`src/rtl/serial_adder.sv`:
```
// Bit-serial adder/subtractor: one full-adder stage reused over WIDTH cycles,
// LSB first, with a carry flip-flop between cycles and a start/busy/done handshake.
module serial_adder #(
   parameter int WIDTH = 8
) (
   input  logic             clk,
   input  logic             rst_n,
   input  logic             start,
   input  logic             sub,
   input  logic             c_in,
   input  logic [WIDTH-1:0] x,
   input  logic [WIDTH-1:0] y,
   output logic             busy,
   output logic             done,
   output logic [WIDTH-1:0] s,
   output logic             c_out,
   output logic             ovf
);

   localparam int CW = (WIDTH > 1) ? $clog2(WIDTH) : 1;
   localparam logic [CW-1:0] LAST = CW'(WIDTH - 1);

   typedef enum logic [1:0] {
      IDLE = 2'd0,
      RUN  = 2'd1,
      DONE = 2'd2
   } state_t;

   state_t           state;
   logic [WIDTH-1:0] op_a;
   logic [WIDTH-1:0] op_b;
   logic             carry;
   logic [CW-1:0]    cnt;

   logic             sum_bit;
   logic             carry_next;
   logic [WIDTH-1:0] s_shift;

   always_comb begin
      sum_bit    = op_a[0] ^ op_b[0] ^ carry;
      carry_next = (op_a[0] & op_b[0]) | (carry & (op_a[0] ^ op_b[0]));
   end

   // The sum bit enters from the MSB side so s is LSB-aligned after WIDTH shifts.
   generate
      if (WIDTH == 1) begin : g_s_narrow
         assign s_shift = sum_bit;
      end else begin : g_s_wide
         assign s_shift = {sum_bit, s[WIDTH-1:1]};
      end
   endgenerate

   always_ff @(posedge clk or negedge rst_n) begin
      if (!rst_n) begin
         state <= IDLE;
         op_a  <= '0;
         op_b  <= '0;
         carry <= 1'b0;
         cnt   <= '0;
         busy  <= 1'b0;
         done  <= 1'b0;
         s     <= '0;
         c_out <= 1'b0;
         ovf   <= 1'b0;
      end else begin
         case (state)
            IDLE, DONE: begin
               done <= 1'b0;
               if (start) begin
                  // Subtraction is x + ~y + ~borrow; the final carry then means "no borrow".
                  op_a  <= x;
                  op_b  <= sub ? ~y : y;
                  carry <= sub ^ c_in;
                  cnt   <= '0;
                  busy  <= 1'b1;
                  state <= RUN;
               end else begin
                  state <= IDLE;
               end
            end
            RUN: begin
               s     <= s_shift;
               op_a  <= op_a >> 1;
               op_b  <= op_b >> 1;
               carry <= carry_next;
               cnt   <= cnt + CW'(1);
               if (cnt == LAST) begin
                  c_out <= carry_next;
                  ovf   <= carry ^ carry_next;
                  busy  <= 1'b0;
                  done  <= 1'b1;
                  state <= DONE;
               end
            end
            default: begin
               busy  <= 1'b0;
               done  <= 1'b0;
               state <= IDLE;
            end
         endcase
      end
   end

endmodule

```
`config.mk`:
```
export PLATFORM = sky130hd
export DESIGN_NAME = serial_adder
export DESIGN_NICKNAME = d
export VERILOG_FILES = /design/src/rtl/serial_adder.sv
export SDC_FILE = /design/constraint.sdc
export NUM_CORES = 1
export LEC_CHECK = 0
export ABC_AREA = 0
export CAP_MARGIN = 5
export CORE_MARGIN = 8
export CORE_UTILIZATION = 49
export CTS_CLUSTER_SIZE = 30
export DETAILED_ROUTE_END_ITERATION = 16
export PLACE_DENSITY = 0.78
export SLEW_MARGIN = 20
export SYNTH_ARGS = -nofsm -noshare
export SYNTH_HDL_FRONTEND = slang
export SYNTH_SLANG_ARGS = --single-unit
```
`constraint.sdc`:
```
create_clock -name clk -period 1.6 [get_ports clk]
set_input_delay 0.16 -clock clk [delete_from_list [all_inputs] [get_ports clk]]
set_output_delay 0.16 -clock clk [all_outputs]
set_load 0.02 [all_outputs]
```
# Word level (Yosys, flattened, before mapping)
# Cells that the tools add are included.
[word_totals]
inputBits = 21
mem_count = 0
ram_bits = 0
register_bits = 34
out_inout_bits = 12
latchBits = 0
wordCells = 47
rom_bits = 0
[classes]
n_addsub = 1
n_reduce_logical = 6
n_div = 0
n_mux = 17
bitwise = 8
order_cmp = 0
shifts = 0
mul = 0
eq_ne = 5
[op_table]
columns = ["operator", "n"]
rows = [
  ["one-hot mux 8 bit (2 select lines)", 2],
  ["two-way mux 8 bit", 3],
  ["inverter 8 bit", 1],
  ["two-way mux 1 bit", 6],
  ["one-hot mux 3 bit (2 select lines)", 1],
  ["AND reduction 2 bit", 3],
  ["!= test 2 bit, second input constant", 2],
  ["one-hot mux 1 bit (2 select lines)", 2],
  ["one-hot mux 2 bit (2 select lines)", 1],
  ["bitwise XOR 1 bit", 4],
  ["adder 3 x 1 -> 3 bit, second input constant", 1],
  ["equality test 3 bit, second input constant", 1],
  ["two-way mux 3 bit", 1],
  ["AND 1 bit", 2],
  ["equality test 2 x 1 -> 1 bit, second input constant", 1],
  ["equality test 2 bit, second input constant", 1],
  ["zero test 2 bit", 1],
  ["two-way mux 2 bit", 1],
  ["nonzero test 2 bit", 1],
  ["OR reduction 2 bit", 1],
  ["OR 1 bit", 1],
]

# Depth between registers and ports, before layout
# Gate-level depths: netlist of the first run.
[depth]
word_depth = 4
ltp_mapped = 5
mapped_depth_nobuf = 5

# Worst setup path before layout of the first run
# OpenSTA, ideal clock, no wires.
[synth_path]
path_kind = "flip-flop to flip-flop"
startpoint = "register state[1]"
endpoint = "register s[0]"
arrival_time_ns = 1.218
period_less_slack_ns = 1.342
required_ns = 1.475
setup_time_ns = 0.125
stages_incl_launch_ff = 5
n_path_buf = 2
path_slack_ns = 0.258
cell_sequence = "dfrtp_1 nor2b_4 buf_6 buf_6 mux2_2"
[synth_via]
elab_chain_cells = 1
[synth_lines]
columns = ["element", "line", "rtl"]
rows = [
  ["from (decl)", "29", "state_t state;"],
  ["from (signal assigned)", "55", "state <= IDLE;"],
  ["from (signal assigned)", "76", "state <= RUN;"],
  ["from (signal assigned)", "78", "state <= IDLE;"],
  ["equality test 2 x 1 -> 1 bit", "66", "case (state)"],
  ["to (signal assigned)", "82", "s <= s_shift;"],
  ["to (decl)", "15", "output logic [WIDTH-1:0] s,"],
]
# No other way between the ends.
# A chain may end at the register's enable or synchronous reset.

==> impl_summary.md, run 1 <==
Die
The horizontal extent of the die is 70.9 um. The core region is 2950 um2. 33 I/O pins were placed. The starting utilization of the core area is 50.0%. In this run the core area contains 20 standard-cell rows. The floorplan step set the die height to 70.9 um.

The die covers 5030 um2.

Placement
The routability congestion estimate is 0.745. Port buffering added 32 buffers. Summed over all nets, the half-perimeter wirelength after detailed placement is 2.00 mm.

Once placement finished, the instance area stood at 1830 um2.

Setup path
On the critical path, the stage with the largest delay is an instance of sky130_fd_sc_hd__clkdlybuf4s50_1. The kind of launch point of the worst setup path is a register. The category of the worst setup path capture point is an output pin.

Data on the critical path is required at its endpoint by 1.44 ns. In this run the worst path has a maximum fanout of 3. For this run, the slowest stage of the critical path takes 0.63 ns. The data arrival time at the worst-slack endpoint is 1.38 ns. The cell family with the largest share of critical-path delay is buffers and inverters. The register-to-register path setup slack is 0.20 ns. Walking the worst path, the cells encountered are clkdlybuf4s50_1. The setup path with the least slack is of type register to output pin.

Together, buffers and inverters on the worst path number 1.

Pwr
For this design the ratio of total power to cell area is 1990 nW/um2. The post-route total power is 3.78 mW. VDD sags by at most 0.909 mV.

The static leakage power is 0.875 nW.

Final layout
The library cells used most frequently in the layout, excluding fill and tap cells, are sky130_fd_sc_hd__dfrtp_1 (33), sky130_fd_sc_hd__clkdlybuf4s50_1 (32), sky130_fd_sc_hd__a22o_1 (11). Leaving out fill and tap cells, the most frequent cell in the layout is sky130_fd_sc_hd__dfrtp_1. Cells with a size suffix above 1 make up 18.1% of the layout. Once layout is complete, the utilization of the core stands at 64.2%. After filler insertion, the fill cell instance count of the layout stands at 248. 0 antenna diodes ended up in the layout. The area growth from synthesis to final layout is 28.5%. After routing the design area is 1900 um2. The post-layout net count is 172.

Timing
The count of final setup violators is 0. For the pin with the worst max-slew slack, the measured transition is 0.401 ns. Clock skew on the completed layout was measured at 0.00927 ns. The final max-slew violation count came to 0. Setup repair after global routing left no endpoint under its margin. The final hold slack is 0.211 ns. Setup total negative slack on the finished layout was measured at 0 ns. The worst max-slew margin expressed relative to the limit is 73.2%.

In the finished design, the share of the clock period the worst path needs comes to 96.2%. The final hold violation count was 0. The worst path in the final design needs a cycle of 1.54 ns, including I/O delays and setup.

The peak clock frequency supported by timing is 0.650 GHz.

Clock network
TritonCTS created 5 clock buffers. After clock tree synthesis, the clock-pin slew on the worst setup and hold paths is 0.10 ns. The count of hold buffers inserted by post-cts repair is 0. The cell sitting at the root of the clock tree is a sky130_fd_sc_hd__clkbuf_4. The post-CTS setup buffer count is 0.

The sink count of the clock tree is 33. The CTS tree is done. The insertion delay to the later sink of the worst-skew pair is 0.33 ns. The maximum number of buffers from clock root to sink is 2. The count of instances resized after the clock tree is built is 0.

The H-tree level count is 2.

Outcome
The run finished with clean final reports.

Drt
The wire length on met3 is 217 um. The highest layer used for signal routing is met4. The total via count after detailed routing is 972.

The length of routed wiring on met1 is 1.13 mm. The remaining antenna violation count after routing is 0. The aggregate routed wire length is 2.68 mm. The final routed DRC violation total is 0. Before antenna repair, the detailed router went through 4 iterations. Dividing the detail-routed via count by the number of cells gives 5.34. The iteration-0 DRC count of the detailed router is 44. The length of routed met2 wiring is 1.29 mm.

In the final routed layout, each cell accounts on average for 14.7 um.

GRT
The pin count of the biggest net entering global routing is 34. The first-pass GRT wire length is 4.62 mm. The combined global-route utilization of all metal layers is 11.6%. The total grt overflow is 0. The initial antenna violation count was 0.

The number of global-route vias before repair came to 977.

Logic synthesis
The net count after synthesis is 135. The area fraction of the dominant cell type after synthesis is 55.9%. The post-synthesis cell type with the largest combined area is sky130_fd_sc_hd__dfrtp_1. Each instance of the synthesized netlist takes up on average 13.3 um2. Counting flops and latches in the post-synthesis netlist gives 33. Ranked by total cell area, the synthesized netlist is headed by sky130_fd_sc_hd__dfrtp_1 (56%), sky130_fd_sc_hd__mux2_2 (7.6%), sky130_fd_sc_hd__a22o_1 (6.5%). Yosys printed 0 warnings. After technology mapping, the gate count stands at 111.

The count of distinct cell types in the synthesized netlist is 23. The total standard cell area after synthesis is 1480 um2. Sequential elements use 55.9% of the synthesized area.

Hold path
The class of the tightest hold or removal check is input pin to async pin.

Flow run
Max-cap violations in this run came to 0.
flip-flops by register name (all words and copies together) (netlist names):
register and flops:
busy 1, c_out 1, state 2, op_b 8, s 8, carry 1, op_a 8, cnt 3
ovf 1
worst paths after layout:
kind / from / to / depth (start not counted)
max in group asynchronous: rst_n / s[3] / 2
setup reg to reg: cnt[1] / c_out / 4
hold / removal: rst_n / state[1] / 2
min in group clk: x[7] / op_a[7] / 2
hold reg to reg: op_a[3] / op_a[3] / 1
setup / recovery: state[1] / done / 1
metrics by stage:
stage,setup slack (ns),instances
final,0.0607,182
after detailed placement,0.128,174
after floorplan,0.258,111
after CTS,0.0314,182
after global routing,0.0204,182
after global placement,0.178,174
Yosys cell counts:
cell type	number
sky130_fd_sc_hd__or2b_1	1
sky130_fd_sc_hd__xor2_1	1
sky130_fd_sc_hd__nor2b_2	1
sky130_fd_sc_hd__nand2_1	1
sky130_fd_sc_hd__buf_4	2
sky130_fd_sc_hd__mux2_2	10
sky130_fd_sc_hd__ha_1	2
sky130_fd_sc_hd__clkbuf_1	1
sky130_fd_sc_hd__a221o_1	8
sky130_fd_sc_hd__xnor2_1	9
sky130_fd_sc_hd__inv_1	1
sky130_fd_sc_hd__nor2_1	10
sky130_fd_sc_hd__nor2b_4	1
sky130_fd_sc_hd__buf_2	1
sky130_fd_sc_hd__a21o_1	7
sky130_fd_sc_hd__dfrtp_1	33
sky130_fd_sc_hd__fa_1	1
sky130_fd_sc_hd__a21oi_1	2
sky130_fd_sc_hd__o21ai_0	2
sky130_fd_sc_hd__buf_6	4
sky130_fd_sc_hd__and2_1	1
sky130_fd_sc_hd__a22o_1	11
sky130_fd_sc_hd__nor2_2	1
logic make-up (layout without fill, tap and decap cells):
kind of cell / after synthesis / in the layout / share of synthesized area (%)
flip-flops: 33 / 33 / 55.9
AO/OA/AOI/OAI: 30 / 30 / 16.9
AND/OR/NAND/NOR: 16 / 16 / 5.68
XOR/XNOR: 10 / 10 / 5.93
multiplexers: 10 / 10 / 7.63
buffers and inverters: 9 / 47 / 4.91
adder cells (fa/ha/maj): 3 / 3 / 3.05
layout make-up:
cell class                      count  area [um2]  area share [%]
Clock buffer                        7        65.1            3.43
Clock inverter                      1        5.00           0.264
Tap cell                           33        41.3            2.18
Timing Repair Buffer               38         378            19.9
Inverter                            1        3.75           0.198
Multi-Input combinational cell     69         578            30.5
Sequential cell                    33         826            43.5
where the power goes:
group          total [mW]  internal, mW  switching (mW)
registers            1.48          1.23           0.250
clock network       0.521         0.255           0.266
logic                1.77         0.997           0.778
metal layers:
metal	vias up	track usage (%)
li1	472	-
met1	465	13.4
met2	30	18.1
met3	5	5.65
met4	0	4.16
met5	-	0
Note: power is estimated with default switching activity, not from simulation.
==> run 2: changes to the inputs <==
--- a/config.mk
+++ b/config.mk
@@ -11,7 +11,9 @@
 export CORE_UTILIZATION = 49
 export CTS_CLUSTER_SIZE = 30
 export DETAILED_ROUTE_END_ITERATION = 16
+export GPL_ROUTABILITY_DRIVEN = 0
 export PLACE_DENSITY = 0.78
+export RECOVER_POWER = 100
 export SLEW_MARGIN = 20
 export SYNTH_ARGS = -nofsm -noshare
 export SYNTH_HDL_FRONTEND = slang
==> run 2 against run 1 <==
- cell count stayed put
- sequential power hardly changed
- via count is 0.93% lower
- routed wire length is 0.37% higher
- combinational power is 4% lower
- count of clock-buffer cells in the layout stayed put
- clock skew hardly changed
- maximum frequency is 0.11% lower
- register-to-register slack worse by 0.07 ns
- clock power hardly changed
- worst setup slack worse by 0.0017 ns
==> impl_summary.md, run 2 (synthesized netlist as in run 1, its figures left out) <==
Clock network
The CTS root buffer is sky130_fd_sc_hd__clkbuf_4. The sink count of the clock tree came to 33 (unchanged). The total clock buffers created by CTS was 5 (unchanged). The post-CTS setup buffer count is 0 (unchanged). The maximum number of buffers from clock root to sink is 2 (unchanged). The H-tree level count is 2 (unchanged). The clock input transition at the sequential cells of the worst setup and hold paths is 0.10 ns (about the same). The insertion delay to the later sink of the worst-skew pair is 0.33 ns (about the same). The count of hold buffers inserted by post-cts repair was 0 (unchanged). The count of instances resized after the clock tree is built is 0 (unchanged).

The CTS tree is done.

Timing
The count of final setup violators came to 0 (unchanged). The post-route clock skew is 0.00880 ns (-0.000468 ns). The share of the cycle needed by the critical path after routing is 96.3% (+0.10 points). The post-route setup TNS came to 0 ns (unchanged). The worst max-slew margin expressed relative to the limit came to 47.4% (-26 points). The measured slew at the worst slew-check pin is 0.790 ns (+0.388 ns). The final worst setup slack was 0.0590 ns (-0.00165 ns).

The clock period minus final worst setup slack is 1.54 ns (+0.00165 ns). The final hold violation count is 0 (unchanged). Setup repair after global routing left no endpoint under its margin. The peak clock frequency supported by timing is 0.649 GHz (-0.11%). The final max-slew violation count is 0 (unchanged).

Pwr
The maximum resistive drop on vdd is 0.881 mV (-3.1%). The post-route total power is 3.70 mW (-1.9%). The clock share of power is 14.1% (+0.3 points). The share of total power consumed by net switching came to 34.7% (+0.44 points). The ratio of total power to cell area is 1980 nW/um2 (-0.77%). The sequential share of power is 40.0% (+0.8 points). The static leakage power was 0.870 nW (-0.52%). The combinational fraction of design power came to 45.9% (-1.1 points).

The switching power of the nets is 1.28 mW (-0.68%). The cell-internal power is 2.42 mW (-2.6%).

Final layout
The utilization after layout is 63.5% (-0.76 points). Compared with the post-synthesis result, the final layout area differs by 26.9%. The most common cell after layout, fill and taps aside is sky130_fd_sc_hd__dfrtp_1. The top cell types in the final layout, fill and taps aside, are sky130_fd_sc_hd__dfrtp_1 (33), sky130_fd_sc_hd__clkdlybuf4s50_1 (30), sky130_fd_sc_hd__nor2_1 (11), sky130_fd_sc_hd__a22o_1 (11), sky130_fd_sc_hd__mux2_2 (10). The number of fill cells in the layout is 251 (+1.2%).

The post-layout net count was 172 (unchanged). The largest registers in the layout are op_a x8, op_b x8, s x8. The number of antenna diodes came to 0 (unchanged). The fraction of final layout cells sized beyond drive strength 1 was 17.4% (-0.67 points).

Setup path
The type of the setup path with the least slack is register to output pin. The largest fanout on the critical path is 3 (unchanged). The worst path buffer plus inverter count is 1 (unchanged). The worst endpoint required time was 1.44 ns (about the same). The kind of launch point of the worst setup path is a register. The worst setup path is captured at an output pin. The slowest cell on the critical path is sky130_fd_sc_hd__clkdlybuf4s50_1. The critical path's largest stage delay is 0.63 ns (about the same). The data arrival time at the worst-slack endpoint was 1.38 ns (about the same). The kind of cell with the highest combined delay along the critical path is buffers and inverters. Walking the worst path, the cells encountered are clkdlybuf4s50_1.

Die
The area inside the core boundary was 2950 um2 (unchanged). The y dimension of the die is 70.9 um (unchanged). The number of top-level pins is 33 (unchanged). The starting utilization of the core area is 50.0% (unchanged).

The die area was 5030 um2 (unchanged). The horizontal extent of the die is 70.9 um (unchanged). The number of rows in the core area is 20 (unchanged).

Drt
The aggregate routed wire length was 2.69 mm (+0.37%). The per-cell via count in the routed design is 5.29 (-0.93%). The remaining antenna violation count after routing came to 0 (unchanged). The length of the first detailed-routing pass in iterations came to 4 (unchanged). The final routed DRC violation total was 0 (unchanged).

The total via count after detailed routing is 963 (-0.93%). The detail-routed net length per standard cell came to 14.8 um (+0.37%). The iteration-0 DRC count of the detailed router is 30 (-32%).

GRT
The total grt overflow was 0 (unchanged). The initial antenna violation count is 0 (unchanged). The combined global-route utilization of all metal layers is 11.6% (unchanged). The pin count of the biggest net entering global routing was 34 (unchanged). The number of global-route vias before repair is 977 (unchanged). The first-pass GRT wire length was 4.62 mm (unchanged).

Hold path
The class of the tightest hold or removal check is input pin to async pin.

Outcome
The flow ran to the end, and the final reports show no timing, DRC or antenna violations.

Placement
The count of buffers from port buffering is 32 (unchanged). The post-placement setup slack came to 0.128 ns (unchanged). The HPWL after detailed placement is 2.00 mm (unchanged).

Flow run
The number of violations of the max-capacitance limit is 0 (unchanged).
## run 2: final timing paths
path | start | endpoint | slack, ns | cells after the start
min in group clk | x[7] | op_a[7] | 0.44 | 2
max | state[1] | done | 0.06 | 1
max in group asynchronous | rst_n | op_a[1] | 0.67 | 2
min | rst_n | state[1] | 0.43 | 2
max reg2reg | state[0] | s[3] | 0.13 | 3
min reg2reg | op_a[3] | op_a[3] | 0.49 | 1
## run 2: cell type report
cell class / count / area [um2] / share of cell area [%]
multi-input combinational: 69 / 576 / 30.7
sequential: 33 / 826 / 44.1
clock inverter: 1 / 5.00 / 0.267
clock buffer: 7 / 65.1 / 3.47
inverter: 1 / 3.75 / 0.200
timing repair buffer: 38 / 358 / 19.1
tap: 33 / 41.3 / 2.20
## run 2: layer usage
layer | GRT usage (%) | vias up | part of all wire, %
met5 | 0 | - | 0
met4 | 4.16 | 0 | 1.4
met3 | 5.65 | 5 | 7.5
met2 | 18.1 | 24 | 48
met1 | 13.4 | 462 | 43
li1 | - | 472 | -
## run 2: power by group through the flow
stage | combinational (mW) | clock, mW | sequential [mW]
finish | 1.70 | 0.522 | 1.48
global route | 1.86 | 0.579 | 1.53
CTS | 1.80 | 0.544 | 1.48
detailed placement | 1.81 | 0 | 1.50
global placement | 1.73 | 0 | 1.47
floorplan | 1.11 | 0 | 1.62
## run 2: through the flow
stage	hold slack [ns]	std cells	instance area, um2
global placement	0.460	174	1830
global route	0.440	182	1870
CTS	0.215	182	1900
floorplan	-0.136	111	1480
detailed placement	0.466	174	1830
finish	0.427	182	1870
